**src/rtl/bcd_pkg.sv**
```systemverilog
// Shared definitions for the digit-serial sign-magnitude BCD adder/subtractor.
package bcd_pkg;

  localparam int unsigned BCD_W    = 4;
  localparam logic [3:0]  BCD_NINE = 4'd9;
  localparam logic [3:0]  BCD_CORR = 4'd6;

  typedef enum logic [1:0] {
    ST_IDLE = 2'd0,
    ST_ADD  = 2'd1,
    ST_FIX  = 2'd2,
    ST_DONE = 2'd3
  } state_e;

  // Nine's complement of one BCD digit.
  function automatic logic [BCD_W-1:0] nines(input logic [BCD_W-1:0] d);
    return BCD_NINE - d;
  endfunction

endpackage

```
**src/rtl/bcd_serial_addsub_if.sv**
```systemverilog
// Operand/result handshake bundle for bcd_serial_addsub.
interface bcd_serial_addsub_if #(parameter int unsigned DIGITS = 3);
  import bcd_pkg::*;

  logic                      in_valid;
  logic                      in_ready;
  logic [BCD_W*DIGITS-1:0]   a_bcd;
  logic                      a_sign;
  logic [BCD_W*DIGITS-1:0]   b_bcd;
  logic                      b_sign;
  logic                      sub;
  logic                      out_valid;
  logic                      out_ready;
  logic [BCD_W*DIGITS-1:0]   res_bcd;
  logic                      res_sign;
  logic                      overflow;
  logic                      err;

  modport master (
    output in_valid, a_bcd, a_sign, b_bcd, b_sign, sub, out_ready,
    input  in_ready, out_valid, res_bcd, res_sign, overflow, err
  );

  modport slave (
    input  in_valid, a_bcd, a_sign, b_bcd, b_sign, sub, out_ready,
    output in_ready, out_valid, res_bcd, res_sign, overflow, err
  );
endinterface

```
**src/rtl/bcd_digit_add.sv**
```systemverilog
// Combinational single-digit BCD adder: binary sum, +6 correction above 9.
module bcd_digit_add
  import bcd_pkg::*;
(
  input  logic [BCD_W-1:0] a,
  input  logic [BCD_W-1:0] b,
  input  logic             cin,
  output logic [BCD_W-1:0] s,
  output logic             cout
);

  logic [BCD_W:0] bin_sum;

  // Binary add, then decimal-correct when the digit sum exceeds nine.
  always_comb begin
    bin_sum = {1'b0, a} + {1'b0, b} + {{BCD_W{1'b0}}, cin};
    if (bin_sum > {1'b0, BCD_NINE}) begin
      s    = bin_sum[BCD_W-1:0] + BCD_CORR;
      cout = 1'b1;
    end else begin
      s    = bin_sum[BCD_W-1:0];
      cout = 1'b0;
    end
  end

endmodule

```
**src/rtl/bcd_serial_addsub.sv**
```systemverilog
// Digit-serial sign-magnitude BCD adder/subtractor, one digit per clock.
// Optional feature macro: BCD_INVALID_CHECK_EN (flags non-BCD operand digits on err).
module bcd_serial_addsub
  import bcd_pkg::*;
#(
  parameter int unsigned DIGITS = 3
) (
  input  logic                clk,
  input  logic                rst_n,
  bcd_serial_addsub_if.slave  bus
);

  localparam int unsigned W  = BCD_W * DIGITS;
  localparam int unsigned CW = (DIGITS > 1) ? $clog2(DIGITS) : 1;

  state_e          state_q, state_d;
  logic [CW-1:0]   cnt_q, cnt_d;
  logic [W-1:0]    a_q, a_d;
  logic [W-1:0]    b_q, b_d;
  logic [W-1:0]    res_q, res_d;
  logic            carry_q, carry_d;
  logic            eff_sub_q, eff_sub_d;
  logic            a_sign_q, a_sign_d;
  logic            sign_q, sign_d;
  logic            ovf_q, ovf_d;

  logic [BCD_W-1:0] add_a, add_b, add_s;
  logic             add_cin, add_cout;
  logic [W-1:0]     res_shift;
  logic             last_digit;
  logic             in_ready_c, out_valid_c;

  // Single digit adder shared by ADD (operand digits) and FIX (ten's complement).
  bcd_digit_add u_digit_add (
    .a    (add_a),
    .b    (add_b),
    .cin  (add_cin),
    .s    (add_s),
    .cout (add_cout)
  );

  // Adder operand selection and result shift-in of the new digit at the top.
  always_comb begin
    if (state_q == ST_FIX) begin
      add_a = nines(res_q[BCD_W-1:0]);
      add_b = '0;
    end else begin
      add_a = a_q[BCD_W-1:0];
      add_b = eff_sub_q ? nines(b_q[BCD_W-1:0]) : b_q[BCD_W-1:0];
    end
    add_cin    = carry_q;
    res_shift  = (res_q >> BCD_W) | (W'(add_s) << (W - BCD_W));
    last_digit = (cnt_q == CW'(DIGITS - 1));
  end

  // State and datapath register.
  always_ff @(posedge clk or negedge rst_n) begin
    if (!rst_n) begin
      state_q   <= ST_IDLE;
      cnt_q     <= '0;
      a_q       <= '0;
      b_q       <= '0;
      res_q     <= '0;
      carry_q   <= 1'b0;
      eff_sub_q <= 1'b0;
      a_sign_q  <= 1'b0;
      sign_q    <= 1'b0;
      ovf_q     <= 1'b0;
    end else begin
      state_q   <= state_d;
      cnt_q     <= cnt_d;
      a_q       <= a_d;
      b_q       <= b_d;
      res_q     <= res_d;
      carry_q   <= carry_d;
      eff_sub_q <= eff_sub_d;
      a_sign_q  <= a_sign_d;
      sign_q    <= sign_d;
      ovf_q     <= ovf_d;
    end
  end

  // Next-state and datapath update.
  always_comb begin
    state_d   = state_q;
    cnt_d     = cnt_q;
    a_d       = a_q;
    b_d       = b_q;
    res_d     = res_q;
    carry_d   = carry_q;
    eff_sub_d = eff_sub_q;
    a_sign_d  = a_sign_q;
    sign_d    = sign_q;
    ovf_d     = ovf_q;
    unique case (state_q)
      ST_IDLE: begin
        if (bus.in_valid) begin
          a_d       = bus.a_bcd;
          b_d       = bus.b_bcd;
          a_sign_d  = bus.a_sign;
          eff_sub_d = bus.a_sign ^ bus.b_sign ^ bus.sub;
          carry_d   = bus.a_sign ^ bus.b_sign ^ bus.sub;
          cnt_d     = '0;
          sign_d    = 1'b0;
          ovf_d     = 1'b0;
          state_d   = ST_ADD;
        end
      end
      ST_ADD: begin
        a_d     = a_q >> BCD_W;
        b_d     = b_q >> BCD_W;
        res_d   = res_shift;
        carry_d = add_cout;
        cnt_d   = cnt_q + 1'b1;
        if (last_digit) begin
          cnt_d = '0;
          if (!eff_sub_q || add_cout) begin
            // Plain add, or subtract with |A| >= |B|: magnitude is final.
            sign_d  = a_sign_q & (res_shift != '0);
            ovf_d   = ~eff_sub_q & add_cout;
            state_d = ST_DONE;
          end else begin
            // |A| < |B|: partial result is the complement of the answer.
            sign_d  = ~a_sign_q;
            ovf_d   = 1'b0;
            carry_d = 1'b1;
            state_d = ST_FIX;
          end
        end
      end
      ST_FIX: begin
        res_d   = res_shift;
        carry_d = add_cout;
        cnt_d   = cnt_q + 1'b1;
        if (last_digit) begin
          cnt_d   = '0;
          ovf_d   = 1'b0;
          sign_d  = sign_q & (res_shift != '0);
          state_d = ST_DONE;
        end
      end
      ST_DONE: begin
        if (bus.out_ready) state_d = ST_IDLE;
      end
      default: state_d = ST_IDLE;
    endcase
  end

  // Handshake outputs decoded from state.
  always_comb begin
    in_ready_c  = (state_q == ST_IDLE);
    out_valid_c = (state_q == ST_DONE);
  end

  assign bus.in_ready  = in_ready_c;
  assign bus.out_valid = out_valid_c;
  assign bus.res_bcd   = res_q;
  assign bus.res_sign  = sign_q;
  assign bus.overflow  = ovf_q;

`ifdef BCD_INVALID_CHECK_EN
  logic err_q, err_d, bad_in;

  // Flag any operand digit above nine at accept time.
  always_comb begin
    bad_in = 1'b0;
    for (int unsigned i = 0; i < DIGITS; i++) begin
      if ((bus.a_bcd[i*BCD_W +: BCD_W] > BCD_NINE) ||
          (bus.b_bcd[i*BCD_W +: BCD_W] > BCD_NINE))
        bad_in = 1'b1;
    end
  end

  // Error flag captured on accept, cleared on result handshake.
  always_comb begin
    err_d = err_q;
    if (state_q == ST_IDLE && bus.in_valid)      err_d = bad_in;
    else if (state_q == ST_DONE && bus.out_ready) err_d = 1'b0;
  end

  // Error flag register.
  always_ff @(posedge clk or negedge rst_n) begin
    if (!rst_n) err_q <= 1'b0;
    else        err_q <= err_d;
  end

  assign bus.err = err_q;
`else
  assign bus.err = 1'b0;
`endif

endmodule

```
**src/flat_wrapper.sv**
```systemverilog
// flat-port wrapper written by rule: the top's interface ports become plain ports
module bcd_serial_addsub_flat import bcd_pkg::*;
#(
  parameter int unsigned DIGITS = 3
)
  (clk, rst_n, bus_in_valid, bus_a_bcd, bus_a_sign, bus_b_bcd, bus_b_sign, bus_sub, bus_out_ready, bus_in_ready, bus_out_valid, bus_res_bcd, bus_res_sign, bus_overflow, bus_err);
  bcd_serial_addsub_if #(.DIGITS(DIGITS)) bus_i ();
  input  logic clk;
  input  logic rst_n;
  input wire logic [$bits(bus_i.in_valid)-1:0] bus_in_valid;
  input wire logic [$bits(bus_i.a_bcd)-1:0] bus_a_bcd;
  input wire logic [$bits(bus_i.a_sign)-1:0] bus_a_sign;
  input wire logic [$bits(bus_i.b_bcd)-1:0] bus_b_bcd;
  input wire logic [$bits(bus_i.b_sign)-1:0] bus_b_sign;
  input wire logic [$bits(bus_i.sub)-1:0] bus_sub;
  input wire logic [$bits(bus_i.out_ready)-1:0] bus_out_ready;
  output wire logic [$bits(bus_i.in_ready)-1:0] bus_in_ready;
  output wire logic [$bits(bus_i.out_valid)-1:0] bus_out_valid;
  output wire logic [$bits(bus_i.res_bcd)-1:0] bus_res_bcd;
  output wire logic [$bits(bus_i.res_sign)-1:0] bus_res_sign;
  output wire logic [$bits(bus_i.overflow)-1:0] bus_overflow;
  output wire logic [$bits(bus_i.err)-1:0] bus_err;
  assign bus_i.in_valid = bus_in_valid;
  assign bus_i.a_bcd = bus_a_bcd;
  assign bus_i.a_sign = bus_a_sign;
  assign bus_i.b_bcd = bus_b_bcd;
  assign bus_i.b_sign = bus_b_sign;
  assign bus_i.sub = bus_sub;
  assign bus_i.out_ready = bus_out_ready;
  assign bus_in_ready = bus_i.in_ready;
  assign bus_out_valid = bus_i.out_valid;
  assign bus_res_bcd = bus_i.res_bcd;
  assign bus_res_sign = bus_i.res_sign;
  assign bus_overflow = bus_i.overflow;
  assign bus_err = bus_i.err;
  bcd_serial_addsub #(.DIGITS(DIGITS)) u_core (.clk(clk), .rst_n(rst_n), .bus(bus_i));
endmodule
```
**config.mk**
```make
export PLATFORM = sky130hd
export DESIGN_NAME = bcd_serial_addsub_flat
export DESIGN_NICKNAME = d
export VERILOG_FILES = /design/src/rtl/bcd_pkg.sv /design/src/rtl/bcd_serial_addsub_if.sv /design/src/rtl/bcd_digit_add.sv /design/src/rtl/bcd_serial_addsub.sv /design/src/flat_wrapper.sv
export SDC_FILE = /design/constraint.sdc
export NUM_CORES = 1
export LEC_CHECK = 0
export CORE_ASPECT_RATIO = 1.5
export CORE_MARGIN = 10
export CORE_UTILIZATION = 43
export CTS_CLUSTER_SIZE = 30
export DETAILED_ROUTE_END_ITERATION = 16
export HOLD_SLACK_MARGIN = 0.06
export PLACE_DENSITY = 0.75
export SYNTH_ARGS = -nofsm -noshare
export SYNTH_HDL_FRONTEND = slang
export SYNTH_SLANG_ARGS = --single-unit
export TNS_END_PERCENT = 20
```
**constraint.sdc**
```tcl
create_clock -name clk -period 3.43 [get_ports clk]
set_input_delay 0.5145 -clock clk [delete_from_list [all_inputs] [get_ports clk]]
set_output_delay 0.5145 -clock clk [all_outputs]
set_load 0.05 [all_outputs]
```
==> results.yml <==
status:
  status: "finished, final reports clean"
cells_and_area:
  antenna_cells: 0
  final_nets: 343
  drive_gt1_share_pct: 9.33
  nFillCells: 526
  design_area_um2: 3150
  area_delta_synth_final_pct: 25.5
  post-route-util_pct: 54.8
timing:
  finClkSkew_ns: 0.00522
  worst_pin_slew_ns: 1.01
  grt_setup_unrepaired: "no"
  min_period_over_period_pct: 95.4
  finalSetupTns_ns: 0
  fin_ws_ns: 0.159
  period_minus_slack_ns: 3.27
  relSlewSlack_pct: 32.9
  slew_violations: 0
  max_freq_ghz: 0.306
  hold_violations: 0
  setup_viol: 0
detailed_routing:
  wl_per_cell_um: 15.0
  dr.pass1.iters: 4
  drc: 0
  viasPerCell: 5.35
  via_count: 1990
  ant_nets: 0
  drt-initial-drc-count: 66
  drt-total-wl_um: 5600
clock_network:
  htreeDepth: 2
  cts_sinks: 45
  clockBufferDepth: 2
  clk_pin_slew_ns: 0.09
  cts_hold_buf: 0
  clock_latency_ns: 0.29
  post_cts_buffers: 0
  clockRootBuffer: "clkbuf_8"
  cts_buffers: 5
  cts_tree: "built"
critical_path:
  crit_required_ns: 3.62
  crit_type: "reg -> reg"
  critPathSlowestCell: "fa_1"
  cpPeakStageDelay_ns: 0.46
  cp_common_cell: "inv_1"
  cp-end-kind: "flip-flop"
  cp_top_family: "adder cells"
  worstPathCellList: "inv_1, ha_4, buf_4, mux2_2, fa_1, xor2_2, inv_1, ha_1, nand2_1, and4_4, nor3_1, o2111ai_1, a21o_1"
  cp-start-kind: "flip-flop"
  crit_arrival_ns: 3.46
  critPathMaxFanout: 7
  critPathBufInv: 3
grt:
  gr-total-overflow: 0
  grt_pass1_wl_um: 9540
  grt_max_degree: 46
  grt_pass1_vias: 2076
  grt_usage_pct: 12.5
  antenna_found_initial: 0
placement:
  gp_congestion: 0.862
  place_ws_ns: 0.00352
  dp_hpwl_um: 4300
  post_dp_cell_area_um2: 3030
  port_buffers: 46
synthesis:
  synth_seq_area_share_pct: 44.9
  syn_area_um2: 2510
  ys_ff_latch: 45
  synthArstFlopShare_pct: 100
  synth_adder_area_share_pct: 6.58
  yosys-mux-area-fraction_pct: 11.7
  yosys_warnings: 0
  synth-xor-area-share_pct: 2.09
  synth_top_area_share_pct: 44.9
  synthCells: 258
  synth_nets: 301
  synth-simple-area-share_pct: 12.7
  synth_flop_cell: "dfrtp_1"
  synth_top_family_by_area: "compound AO/OA/AOI/OAI gates"
  synthTopCellsByCount: "dfrtp_1, nand2_1, o21ai_0"
  ys_types: 45
  synth_compound_area_share_pct: 17.4
  synth_area_leader_cell: "dfrtp_1"
  synthTopCellsByArea: "dfrtp_1, mux2i_1, o21ai_0, nand2_1, ha_1"
  syn_area_per_cell_um2: 9.72
  synth-edff-count: 0
  yosysMostFrequentCell: "dfrtp_1"
floorplanning:
  die_height_um: 114
  ios: 48
  num_rows: 34
  core_area_um2: 5740
  die_x_um: 82.4
  die_area_um2: 9350
  start_util_pct: 43.7
min_path:
  hp-class: "in -> async"
run:
  maxCapViolCount: 0
==> layer usage <==
layer | vias to the layer above | track usage, % | part of all wire (%)
met5 | - | 0 | 0
met4 | 0 | 5.01 | 2.0
met3 | 11 | 2.52 | 4.4
met2 | 47 | 22.9 | 55
met1 | 944 | 13.2 | 38
li1 | 988 | - | -
==> cell families after synthesis <==
| logic type | after synthesis |
|---|---|
| flip-flops | 45 |
| AO/OA/AOI/OAI | 68 |
| AND/OR/NAND/NOR | 69 |
| other | 1 |
| adder cells (fa/ha/maj) | 12 |
| XOR/XNOR | 6 |
| multiplexers | 28 |
| buffers and inverters | 29 |
==> flip-flops by register name, summed over array words and instances, names as in the netlist <==
name                 count
u_core.bus.overflow      1
u_core.bus.res_bcd      12
u_core.bus.res_sign      1
u_core.add_cin           1
u_core.state_q           2
u_core.a_q              12
u_core.eff_sub_q         1
u_core.a_sign_q          1
u_core.cnt_q             2
u_core.b_q              12
==> layout by cell type (no fill, tap or decap), types with 3 or more instances in the layout <==
cell type	instances
clkdlybuf4s50_1	45
dfrtp_1	45
nand2_1	40
o21ai_0	36
mux2i_1	18
inv_1	14
mux2_2	10
a22oi_1	9
ha_1	9
nor2_1	8
clkbuf_8	5
a21oi_1	4
buf_4	4
xor2_1	3
a21o_1	3
nor4_1	3
==> layout make-up <==
| cell class | count | area (um^2) | area share [%] |
|---|---|---|---|
| clock buffer | 5 | 68.8 | 2.19 |
| inverter | 14 | 52.6 | 1.67 |
| multi-input combinational | 184 | 1290 | 41.0 |
| timing repair buffer | 50 | 485 | 15.4 |
| tap | 72 | 90.1 | 2.86 |
| sequential | 45 | 1130 | 35.8 |
| clock inverter | 2 | 35.0 | 1.11 |
==> through the flow <==
step / hold WS (ns) / std cells
floorplan: 0.219 / 258
global placement: 0.462 / 365
detailed placement: 0.474 / 365
CTS: 0.420 / 372
global route: 0.468 / 372
finish: 0.381 / 372
==> repair_timing <==
action,in CTS,in global routing
endpoints found under the hold margin,0,0
resized for setup,1,3
endpoints found under the setup margin,1,5
pin swaps,0,0
==> worst paths after layout <==
check | start | end | slack (ns) | depth (start not counted)
setup / recovery | u_core.state_q[0]$_DFFE_PN0P_ | u_core.bus.res_sign$_DFFE_PN0P_ | 0.16 | 13
hold reg to reg | u_core.b_q[6]$_DFFE_PN0P_ | u_core.b_q[6]$_DFFE_PN0P_ | 0.49 | 2
max in group asynchronous | rst_n | u_core.a_q[3]$_DFFE_PN0P_ | 2.42 | 1
hold / removal | rst_n | u_core.bus.res_bcd[7]$_DFFE_PN0P_ | 0.38 | 1
min in group clk | u_core.b_q[6]$_DFFE_PN0P_ | u_core.b_q[6]$_DFFE_PN0P_ | 0.49 | 2
setup reg to reg | u_core.state_q[0]$_DFFE_PN0P_ | u_core.bus.res_sign$_DFFE_PN0P_ | 0.16 | 13
Power is left out: the tool's default activity adds up to more than one toggle a clock period on the data nets, which glitch-free logic cannot reach.
